===== src/rtl/axis_rti_reader.sv =====
// Streams a completed RTI line-buffer bank out as AXI-Stream, one {down, up} beat per range bin.
// Define AXIS_RTI_READER_PEAK_EN to add the per-line peak tracker outputs (peak_mag/peak_bin/peak_valid).
//
// state   | meaning
// S_IDLE  | no line active; waiting for line_ready or a pending request
// S_READ  | issuing RAM reads for bins 0..N-1
// S_DRAIN | all reads issued; waiting for the tlast beat to be accepted
module axis_rti_reader #(
  parameter int MAG_WIDTH   = 16,
  parameter int ADDR_WIDTH  = 12,
  parameter int TUSER_WIDTH = 16
) (
  input  logic                   aclk,
  input  logic                   aresetn,
  input  logic [3:0]             cfg_bins,
  input  logic                   line_ready,
  input  logic                   line_bank,
  output logic                   line_busy,
  output logic                   ram_en,
  output logic [ADDR_WIDTH-1:0]  ram_addr,
  input  logic [2*MAG_WIDTH-1:0] ram_rdata,
  output logic [2*MAG_WIDTH-1:0] m_axis_tdata,
  output logic                   m_axis_tvalid,
  input  logic                   m_axis_tready,
  output logic                   m_axis_tlast,
  output logic [TUSER_WIDTH-1:0] m_axis_tuser,
  output logic                   overrun
`ifdef AXIS_RTI_READER_PEAK_EN
  ,
  output logic [MAG_WIDTH-1:0]   peak_mag,
  output logic [ADDR_WIDTH-2:0]  peak_bin,
  output logic                   peak_valid
`endif
);

  localparam int BW = ADDR_WIDTH - 1;
  localparam int DW = 2 * MAG_WIDTH;

  typedef enum logic [1:0] {S_IDLE, S_READ, S_DRAIN} state_t;

  state_t                 state_q, state_d;
  logic                   bank_q, bank_d;
  logic [BW-1:0]          bin_q, bin_d;
  logic [BW-1:0]          n_last_q, n_last_d;
  logic                   pend_q, pend_d;
  logic                   pend_bank_q, pend_bank_d;
  logic [TUSER_WIDTH-1:0] line_cnt_q, line_cnt_d;
  logic                   overrun_q, overrun_d;
  logic                   infl_q, infl_d;
  logic                   infl_last_q, infl_last_d;

  logic [DW-1:0]          fifo_data_q [2];
  logic [1:0]             fifo_last_q;
  logic                   wr_ptr_q, rd_ptr_q;
  logic [1:0]             occ_q, occ_d;

  logic [3:0]             bins_clamped;
  logic [BW-1:0]          n_last_calc;
  logic                   pop, last_hs, issue_ok, bin_is_last, start_bank;
  logic [1:0]             budget;

  always_comb begin
    bins_clamped = cfg_bins;
    if (int'(cfg_bins) > BW) bins_clamped = 4'(BW);
    n_last_calc = {BW{1'b1}} >> (BW - int'(bins_clamped));
  end

  assign m_axis_tvalid = (occ_q != 2'd0);
  assign m_axis_tdata  = fifo_data_q[rd_ptr_q];
  assign m_axis_tlast  = m_axis_tvalid && fifo_last_q[rd_ptr_q];
  assign m_axis_tuser  = line_cnt_q;
  assign overrun       = overrun_q;
  assign line_busy     = (state_q != S_IDLE);
  assign ram_addr      = {bank_q, bin_q};

  assign pop         = m_axis_tvalid && m_axis_tready;
  assign last_hs     = pop && m_axis_tlast;
  assign bin_is_last = (bin_q == n_last_q);
  assign start_bank  = line_ready ? line_bank : pend_bank_q;

  // Slots committed for next cycle: a read may issue only if its data is
  // guaranteed a FIFO entry whatever tready does afterwards.
  assign budget   = occ_q - {1'b0, pop} + {1'b0, infl_q};
  assign issue_ok = (budget < 2'd2);
  assign occ_d    = occ_q + {1'b0, infl_q} - {1'b0, pop};

  always_comb begin
    state_d     = state_q;
    bank_d      = bank_q;
    bin_d       = bin_q;
    n_last_d    = n_last_q;
    pend_d      = pend_q;
    pend_bank_d = pend_bank_q;
    line_cnt_d  = line_cnt_q;
    overrun_d   = overrun_q;
    ram_en      = 1'b0;

    if (state_q != S_IDLE && line_ready) begin
      if (pend_q) overrun_d = 1'b1;
      pend_d      = 1'b1;
      pend_bank_d = line_bank;
    end

    case (state_q)
      S_IDLE: begin
        if (line_ready || pend_q) begin
          state_d  = S_READ;
          bank_d   = start_bank;
          n_last_d = n_last_calc;
          bin_d    = '0;
          pend_d   = 1'b0;
        end
      end
      S_READ: begin
        if (issue_ok) begin
          ram_en = 1'b1;
          if (bin_is_last) state_d = S_DRAIN;
          else             bin_d   = bin_q + BW'(1);
        end
      end
      S_DRAIN: begin
        if (last_hs) begin
          line_cnt_d = line_cnt_q + TUSER_WIDTH'(1);
          // A request arriving on the completion cycle chains with no idle gap.
          if (line_ready || pend_q) begin
            state_d  = S_READ;
            bank_d   = start_bank;
            n_last_d = n_last_calc;
            bin_d    = '0;
            pend_d   = 1'b0;
          end else begin
            state_d = S_IDLE;
          end
        end
      end
      default: state_d = S_IDLE;
    endcase

    infl_d      = ram_en;
    infl_last_d = ram_en && bin_is_last;
  end

  always_ff @(posedge aclk or negedge aresetn) begin
    if (!aresetn) begin
      state_q     <= S_IDLE;
      bank_q      <= 1'b0;
      bin_q       <= '0;
      n_last_q    <= '0;
      pend_q      <= 1'b0;
      pend_bank_q <= 1'b0;
      line_cnt_q  <= '0;
      overrun_q   <= 1'b0;
      infl_q      <= 1'b0;
      infl_last_q <= 1'b0;
    end else begin
      state_q     <= state_d;
      bank_q      <= bank_d;
      bin_q       <= bin_d;
      n_last_q    <= n_last_d;
      pend_q      <= pend_d;
      pend_bank_q <= pend_bank_d;
      line_cnt_q  <= line_cnt_d;
      overrun_q   <= overrun_d;
      infl_q      <= infl_d;
      infl_last_q <= infl_last_d;
    end
  end

  always_ff @(posedge aclk or negedge aresetn) begin
    if (!aresetn) begin
      fifo_data_q[0] <= '0;
      fifo_data_q[1] <= '0;
      fifo_last_q    <= '0;
      wr_ptr_q       <= 1'b0;
      rd_ptr_q       <= 1'b0;
      occ_q          <= 2'd0;
    end else begin
      if (infl_q) begin
        fifo_data_q[wr_ptr_q] <= ram_rdata;
        fifo_last_q[wr_ptr_q] <= infl_last_q;
        wr_ptr_q              <= ~wr_ptr_q;
      end
      if (pop) rd_ptr_q <= ~rd_ptr_q;
      occ_q <= occ_d;
    end
  end

`ifdef AXIS_RTI_READER_PEAK_EN
  logic [MAG_WIDTH-1:0] pk_max_q, peak_mag_q, up_mag, cur_max;
  logic [BW-1:0]        pk_bin_q, peak_bin_q, beat_q, cur_bin;
  logic                 peak_valid_q, take;

  // Strict compare so a tie keeps the earlier (lower) bin.
  always_comb begin
    up_mag  = m_axis_tdata[MAG_WIDTH-1:0];
    take    = (beat_q == '0) || (up_mag > pk_max_q);
    cur_max = take ? up_mag : pk_max_q;
    cur_bin = take ? beat_q : pk_bin_q;
  end

  always_ff @(posedge aclk or negedge aresetn) begin
    if (!aresetn) begin
      pk_max_q     <= '0;
      pk_bin_q     <= '0;
      beat_q       <= '0;
      peak_mag_q   <= '0;
      peak_bin_q   <= '0;
      peak_valid_q <= 1'b0;
    end else begin
      peak_valid_q <= 1'b0;
      if (pop) begin
        if (m_axis_tlast) begin
          peak_mag_q   <= cur_max;
          peak_bin_q   <= cur_bin;
          peak_valid_q <= 1'b1;
          beat_q       <= '0;
        end else begin
          pk_max_q <= cur_max;
          pk_bin_q <= cur_bin;
          beat_q   <= beat_q + BW'(1);
        end
      end
    end
  end

  assign peak_mag   = peak_mag_q;
  assign peak_bin   = peak_bin_q;
  assign peak_valid = peak_valid_q;
`endif

endmodule


===== config.mk =====
export PLATFORM = sky130hd
export DESIGN_NAME = axis_rti_reader
export DESIGN_NICKNAME = d
export VERILOG_FILES = /design/src/rtl/axis_rti_reader.sv
export SDC_FILE = /design/constraint.sdc
export NUM_CORES = 1
export LEC_CHECK = 0
export ABC_AREA = 1
export CORE_MARGIN = 2
export CORE_UTILIZATION = 52
export CTS_CLUSTER_SIZE = 12
export DETAILED_ROUTE_END_ITERATION = 12
export PLACE_DENSITY_LB_ADDON = 0.2
export SYNTH_ARGS = -nofsm -noshare
export SYNTH_HDL_FRONTEND = slang
export SYNTH_SLANG_ARGS = --single-unit

===== constraint.sdc =====
create_clock -name aclk -period 2.3 [get_ports aclk]
set_input_delay 0.345 -clock aclk [delete_from_list [all_inputs] [get_ports aclk]]
set_output_delay 0.345 -clock aclk [all_outputs]
set_load 0.005 [all_outputs]

# Word-level counts from Yosys, hierarchy flattened
# Index checks and enable logic that the tools add are counted.
[totals] word_cells=98 input_bits=41 regBits=116
[classes] n_shift=1 n_lt_le_gt_ge=8 bitwise=4 n_eq_ne=8 mux=36 add_sub_neg=7 n_reduce_logical=18
[ops] operator="two-way mux 32 bit" n=4
[ops] operator="two-way mux 11 bit" n=6
[ops] operator="bitwise mux 64 bit" n=1
[ops] operator="one-hot mux 11 bit (3 select lines)" n=1
[ops] operator="demux 32 bit (select 1 bit)" n=1
[ops] operator=">> shifter 11 x 32 -> 11 bit, first input constant" n=1
[ops] operator="one-hot mux 11 bit (2 select lines)" n=1
[ops] operator="adder 16 x 1 -> 16 bit, second input constant" n=1
[ops] operator="two-way mux 1 bit" n=12
[ops] operator="adder 11 x 1 -> 11 bit, second input constant" n=1
[ops] operator="equality test 11 bit" n=1
[ops] operator="inequality test 2 bit, second input constant" n=5
[ops] operator="two-way mux 2 bit" n=4
[ops] operator="AND reduction 4 bit" n=2
[ops] operator="logical AND 1 bit" n=7
[ops] operator="one-hot mux 2 bit (3 select lines)" n=1
[ops] operator="AND reduction 2 bit" n=3
[ops] operator="nonzero test 2 bit" n=3
[ops] operator="subtractor 4 x 4 -> 5 bit, first input constant" n=1
[ops] operator="adder 2 x 1 -> 2 bit" n=2
[ops] operator=">= comparator 2 bit, second input constant" n=2
[ops] operator="> comparator 4 bit, second input constant" n=1
[ops] operator="less-than comparator 1 x 2 -> 1 bit, second input constant" n=2
[ops] operator="two-way mux 4 bit" n=1
[ops] operator="other kinds (14)" n=18

# Logic depth before layout (Yosys ltp)
[logic_depth] word_depth=8 ltp_mapped=13

# Worst setup path after synthesis
# OpenSTA, ideal clock, no wires.
[synth_path] kind="register to register" start="reg occ_q[1]" end="reg bin_q[8]" t_required_ps=2183 arrival_time_ps=1802 synth_period_minus_slack_ps=1919 stages_incl_launch_ff=13 path_slack_ps=381 cell_sequence="dfrtp_1 -> nor2_2 -> nor2_2 -> ha_1 -> inv_1 -> ha_1 -> xnor2_2 -> nand2_1 -> nand2_2 -> inv_4 -> buf_6 -> nand3_1 -> nand2_1"
[synth_via] elab_chain_cells=7 elab_cells_between_ends=10
[synth_rtl] element="start: declaration" line_no="55" rtl="logic [1:0] occ_q, occ_d;"
[synth_rtl] element="start signal: assignment" line_no="176" rtl="occ_q <= 2'd0;"
[synth_rtl] element="start signal: assignment" line_no="184" rtl="occ_q <= occ_d;"
[synth_rtl] element="nonzero test 2 bit" line_no="68" rtl="assign m_axis_tvalid = (occ_q != 2'd0);"
[synth_rtl] element="logical AND 1 bit" line_no="76" rtl="assign pop = m_axis_tvalid && m_axis_tready;"
[synth_rtl] element="named net pop" line_no="59" rtl="logic pop, last_hs, issue_ok, bin_is_last, start_bank;"
[synth_rtl] element="subtractor 2 x 1 -> 2 bit" line_no="83" rtl="assign budget = occ_q - {1'b0, pop} + {1'b0, infl_q};"
[synth_rtl] element="adder 2 x 1 -> 2 bit" line_no="83"
[synth_rtl] element="named net budget[1]" line_no="60" rtl="logic [1:0] budget;"
[synth_rtl] element="less-than comparator 2 bit" line_no="84" rtl="assign issue_ok = (budget < 2'd2);"
[synth_rtl] element="inequality test 2 bit (no source line)"
[synth_rtl] element="AND reduction 4 bit (no source line)"
[synth_rtl] element="end signal: assignment" line_no="158" rtl="bin_q <= bin_d;"
[synth_rtl] element="end: declaration" line_no="43" rtl="logic [BW-1:0] bin_q, bin_d;"
# The timed path passes the listed nets, and every way through them passes these cells.
# A chain may end at the register's enable or synchronous reset.

# Worst setup path after layout
[layout_path] start="reg occ_q[0]" end="out ram_en"
[layout_via] elab_chain_cells=7
[layout_rtl] element="nonzero test 2 bit" line_no="68"
[layout_rtl] element="logical AND 1 bit" line_no="76"
[layout_rtl] element="named net pop" line_no="59"
[layout_rtl] element="subtractor 2 x 1 -> 2 bit" line_no="83"
[layout_rtl] element="adder 2 x 1 -> 2 bit" line_no="83"
[layout_rtl] element="named net budget[1]" line_no="60"
[layout_rtl] element="less-than comparator 2 bit" line_no="84"
[layout_rtl] element="two-way mux 1 bit" line_no="115" rtl="if (issue_ok) begin"
[layout_rtl] element="two-way mux 1 bit" line_no="104" rtl="case (state_q)"
[layout_rtl] element="end: declaration" line_no="19" rtl="output logic ram_en,"
# The timed path passes the listed nets, and every way through them passes these cells.

==> impl_metrics.yaml <==
critical_path:
  crit_arrival_ns: 1.98
  cp-end-kind: "primary output"
  crit_required_ns: 1.96
  critPathKind: "reg2out"
  path_cells: "nor2_2 -> nor2_2 -> ha_1 -> inv_2 -> ha_4 -> xnor2_4 -> nor2_4 -> buf_2"
  critPathMaxStageDelay_ns: 0.39
  cp_max_fo: 2
  cp_slowest_cell: "dfrtp_1"
  cp_common_cell: "nor2_2"
  cp-start-kind: "flip-flop"
placement:
  place_congestion: 0.870
  port_buffers: 105
  dp_hpwl_um: 8340
  dpl.cell_count: 947
  pre_cts_ws_ns: -0.287
floorplanning:
  die_y_um: 108
  start_util: 0.527
  core_area_mm2: 0.0107
  fp.dieW_um: 108
  dieArea_mm2: 0.0117
  fp-row-count: 38
  io_pins: 106
global_route:
  overflow: 0
  antenna_found_initial: 0
  grt_pass1_vias: 4800
  grt_use_total: 0.236
  grt_max_degree: 117
  grt_first_pass_wirelength_um: 21800
power_and_ir_drop:
  power_density_mw_per_mm2: 1260
  irDropWorstVdd_mv: 0.682
  p_total_w: 0.00974
  p_leak_nw: 4.13
clock_network:
  max-clock-path-buffers: 2
  clkTransAtPathRegs_ns: 0.05
  cts_tree: "yes"
  htreeDepth: 4
  clk_latency_ns: 0.50
  cts-buffers-inserted: 17
  cts.sinks: 116
  clock_tree.root_cell: "clkbuf_8"
timing:
  drv_slew: 0
  tightest_slew_ns: 0.702
  max_freq_mhz: 429
  rsz0062_at_grt: "true"
  fin_crit_sh: 1.01
  finalWorstSetupSlack_ns: -0.0291
  period_needed_ns: 2.33
  setup_viol: 1
  hold_violations: 0
  slew-limit-headroom: 0.531
  skew_ns: 0.00684
finish:
  fin_nets: 894
  fin_cells: 998
  diodes: 0
  layout-drive-gt1-share: 0.106
  regArea_mm2: 0.00290
  fin_util: 0.719
  area_growth_pct: 36.6
  multiInputGateArea_mm2: 0.00232
  fillers: 823
yosys:
  synth_area_leaders: "dfrtp_1, nand2_1, o21ai_0"
  yosys-top-cells-count: "nand2_1, dfrtp_1, o21ai_0"
  ys_types: 34
  ys_ff_latch: 116
  ys_warn_count: 0
  syn_inst: 718
  seq_area_frac_synth: 0.513
  synth_enable_flop_cells: 0
  yosys.cell_count.top_type: "nand2_1"
  syn-cell-area_mm2: 0.00566
  syn_area_per_cell_um2: 7.88
  yosys_most_used_dff: "dfrtp_1"
  async_flop_share: 1.00
  synth_top_area_cell: "dfrtp_1"
  syn-num-nets: 763
  synth_top_area_share: 0.513
job:
  drv_cap: 0
drt:
  drc: 0
  drt-initial-drc-count: 255
  routed_wl_um: 13300
  ant_nets: 0
  via_per_inst: 4.97
  drt-wirelength-per-cell_um: 13.3
  first_pass_iters: 4
  vias: 4956
outcome:
  status: "finished, violations left"
  violations: "negative setup slack"
min_path:
  min_path_type: "in2reg"
## per-layer routing
layer,vias up,part of all wire,global-route usage
met5,-,0,0
met4,0,0.013,0.0705
met3,14,0.045,0.0561
met2,124,0.48,0.394
met1,2334,0.46,0.308
li1,2484,-,-
## stage by stage
step / TNS (ns) / area (um2) / hold slack [ns]
2_1_floorplan: 0 / 5660 / 0.0494
3_3_place_gp: -0.255 / 6880 / 0.466
3_5_place_dp: -0.644 / 6880 / 0.473
4_1_cts: -0.0552 / 7490 / 0.393
5_1_grt: -0.135 / 7730 / 0.419
6_report: -0.0291 / 7730 / 0.411
## worst max-delay path: cells and delay by family (launching register included)
kind,cells,cell delay [ns]
flip-flops,1,0.39
adder cells (fa/ha/maj),2,0.45
XOR/XNOR,1,0.15
AND/OR/NAND/NOR,3,0.32
buffers and inverters,2,0.16
## flip-flops by register name (all words and copies together), names as in the netlist
register      count
pend_bank_q       1
state_q           2
fifo_data_q      64
m_axis_tuser     16
wr_ptr_q          1
bin_q            11
fifo_last_q       2
infl_last_q       1
infl_q            1
pend_q            1
bank_q            1
occ_q             2
overrun           1
n_last_q         11
rd_ptr_q          1
## kinds of logic after synthesis
group                      share of synthesized area
adders and majority gates                    0.00885
DFF                                            0.513
and+or+nand+nor                                0.267
AOI/OAI and AO/OA                             0.0858
buffers and inverters                         0.0836
xor gates and xnor gates                      0.0414
## where the power goes
group / total (W) / internal, W / switching, W
Combinational: 0.00403 / 0.00202 / 0.00201
Sequential: 0.00327 / 0.00279 / 0.000483
Clock: 0.00244 / 0.00159 / 0.000846
Total: 0.00974 / 0.00640 / 0.00333
## final timing paths
| check | start | end | slack (ns) | cells after the start |
|---|---|---|---|---|
| setup / recovery | occ_q[0] | ram_en | -0.03 | 8 |
| hold / removal | ram_rdata[24] | fifo_data_q[56] | 0.41 | 3 |
| setup reg to reg | occ_q[0] | bin_q[8] | 0.15 | 14 |
| hold reg to reg | fifo_data_q[29] | fifo_data_q[29] | 0.48 | 2 |
| max in group asynchronous | aresetn | rd_ptr_q | 1.30 | 3 |
| min in group asynchronous | aresetn | fifo_data_q[60] | 0.43 | 3 |
## placed cells by master (no fill, tap or decap), types with 2 or more instances in the layout
| cell type | Yosys | final |
|---|---|---|
| a21oi_1 | 4 | 4 |
| buf_12 | 0 | 4 |
| buf_4 | 1 | 26 |
| buf_6 | 4 | 5 |
| bufinv_16 | 0 | 2 |
| clkbuf_1 | 21 | 2 |
| clkbuf_16 | 0 | 17 |
| clkbuf_8 | 0 | 4 |
| clkdlybuf4s50_1 | 0 | 79 |
| clkinv_2 | 1 | 5 |
| dfrtp_1 | 116 | 115 |
| dlymetal6s2s_1 | 0 | 23 |
| ha_1 | 4 | 3 |
| inv_1 | 80 | 79 |
| inv_2 | 1 | 2 |
| inv_4 | 2 | 2 |
| nand2_1 | 271 | 270 |
| nand2_2 | 7 | 8 |
| nand3_1 | 26 | 26 |
| nand3_4 | 2 | 2 |
| nand4_1 | 3 | 3 |
| nor2_1 | 33 | 32 |
| nor2_2 | 4 | 4 |
| nor3_1 | 13 | 13 |
| nor3b_1 | 3 | 3 |
| o21ai_0 | 82 | 82 |
| o21ai_1 | 2 | 2 |
| xnor2_1 | 6 | 6 |
| xor2_1 | 17 | 17 |
## timing repair
item	CTS	global route
gates cloned	1	2
buffers inserted	6	13
pin swaps	3	3
hold buffers	1	0
gates resized for setup	12	33
endpoints found under the hold margin	116	0
endpoints found under the setup margin	34	27
## area by class of cell
| class | instances | area share |
|---|---|---|
| clock inverters | 6 | 0.0104 |
| multi-input cells | 488 | 0.300 |
| repair inverters | 1 | 0.000810 |
| repair buffers | 141 | 0.189 |
| well taps | 140 | 0.0227 |
| clock buffers | 22 | 0.0599 |
| inverters | 84 | 0.0419 |
| flip-flops and latches | 116 | 0.376 |
Power figures use the tool's default switching activity.
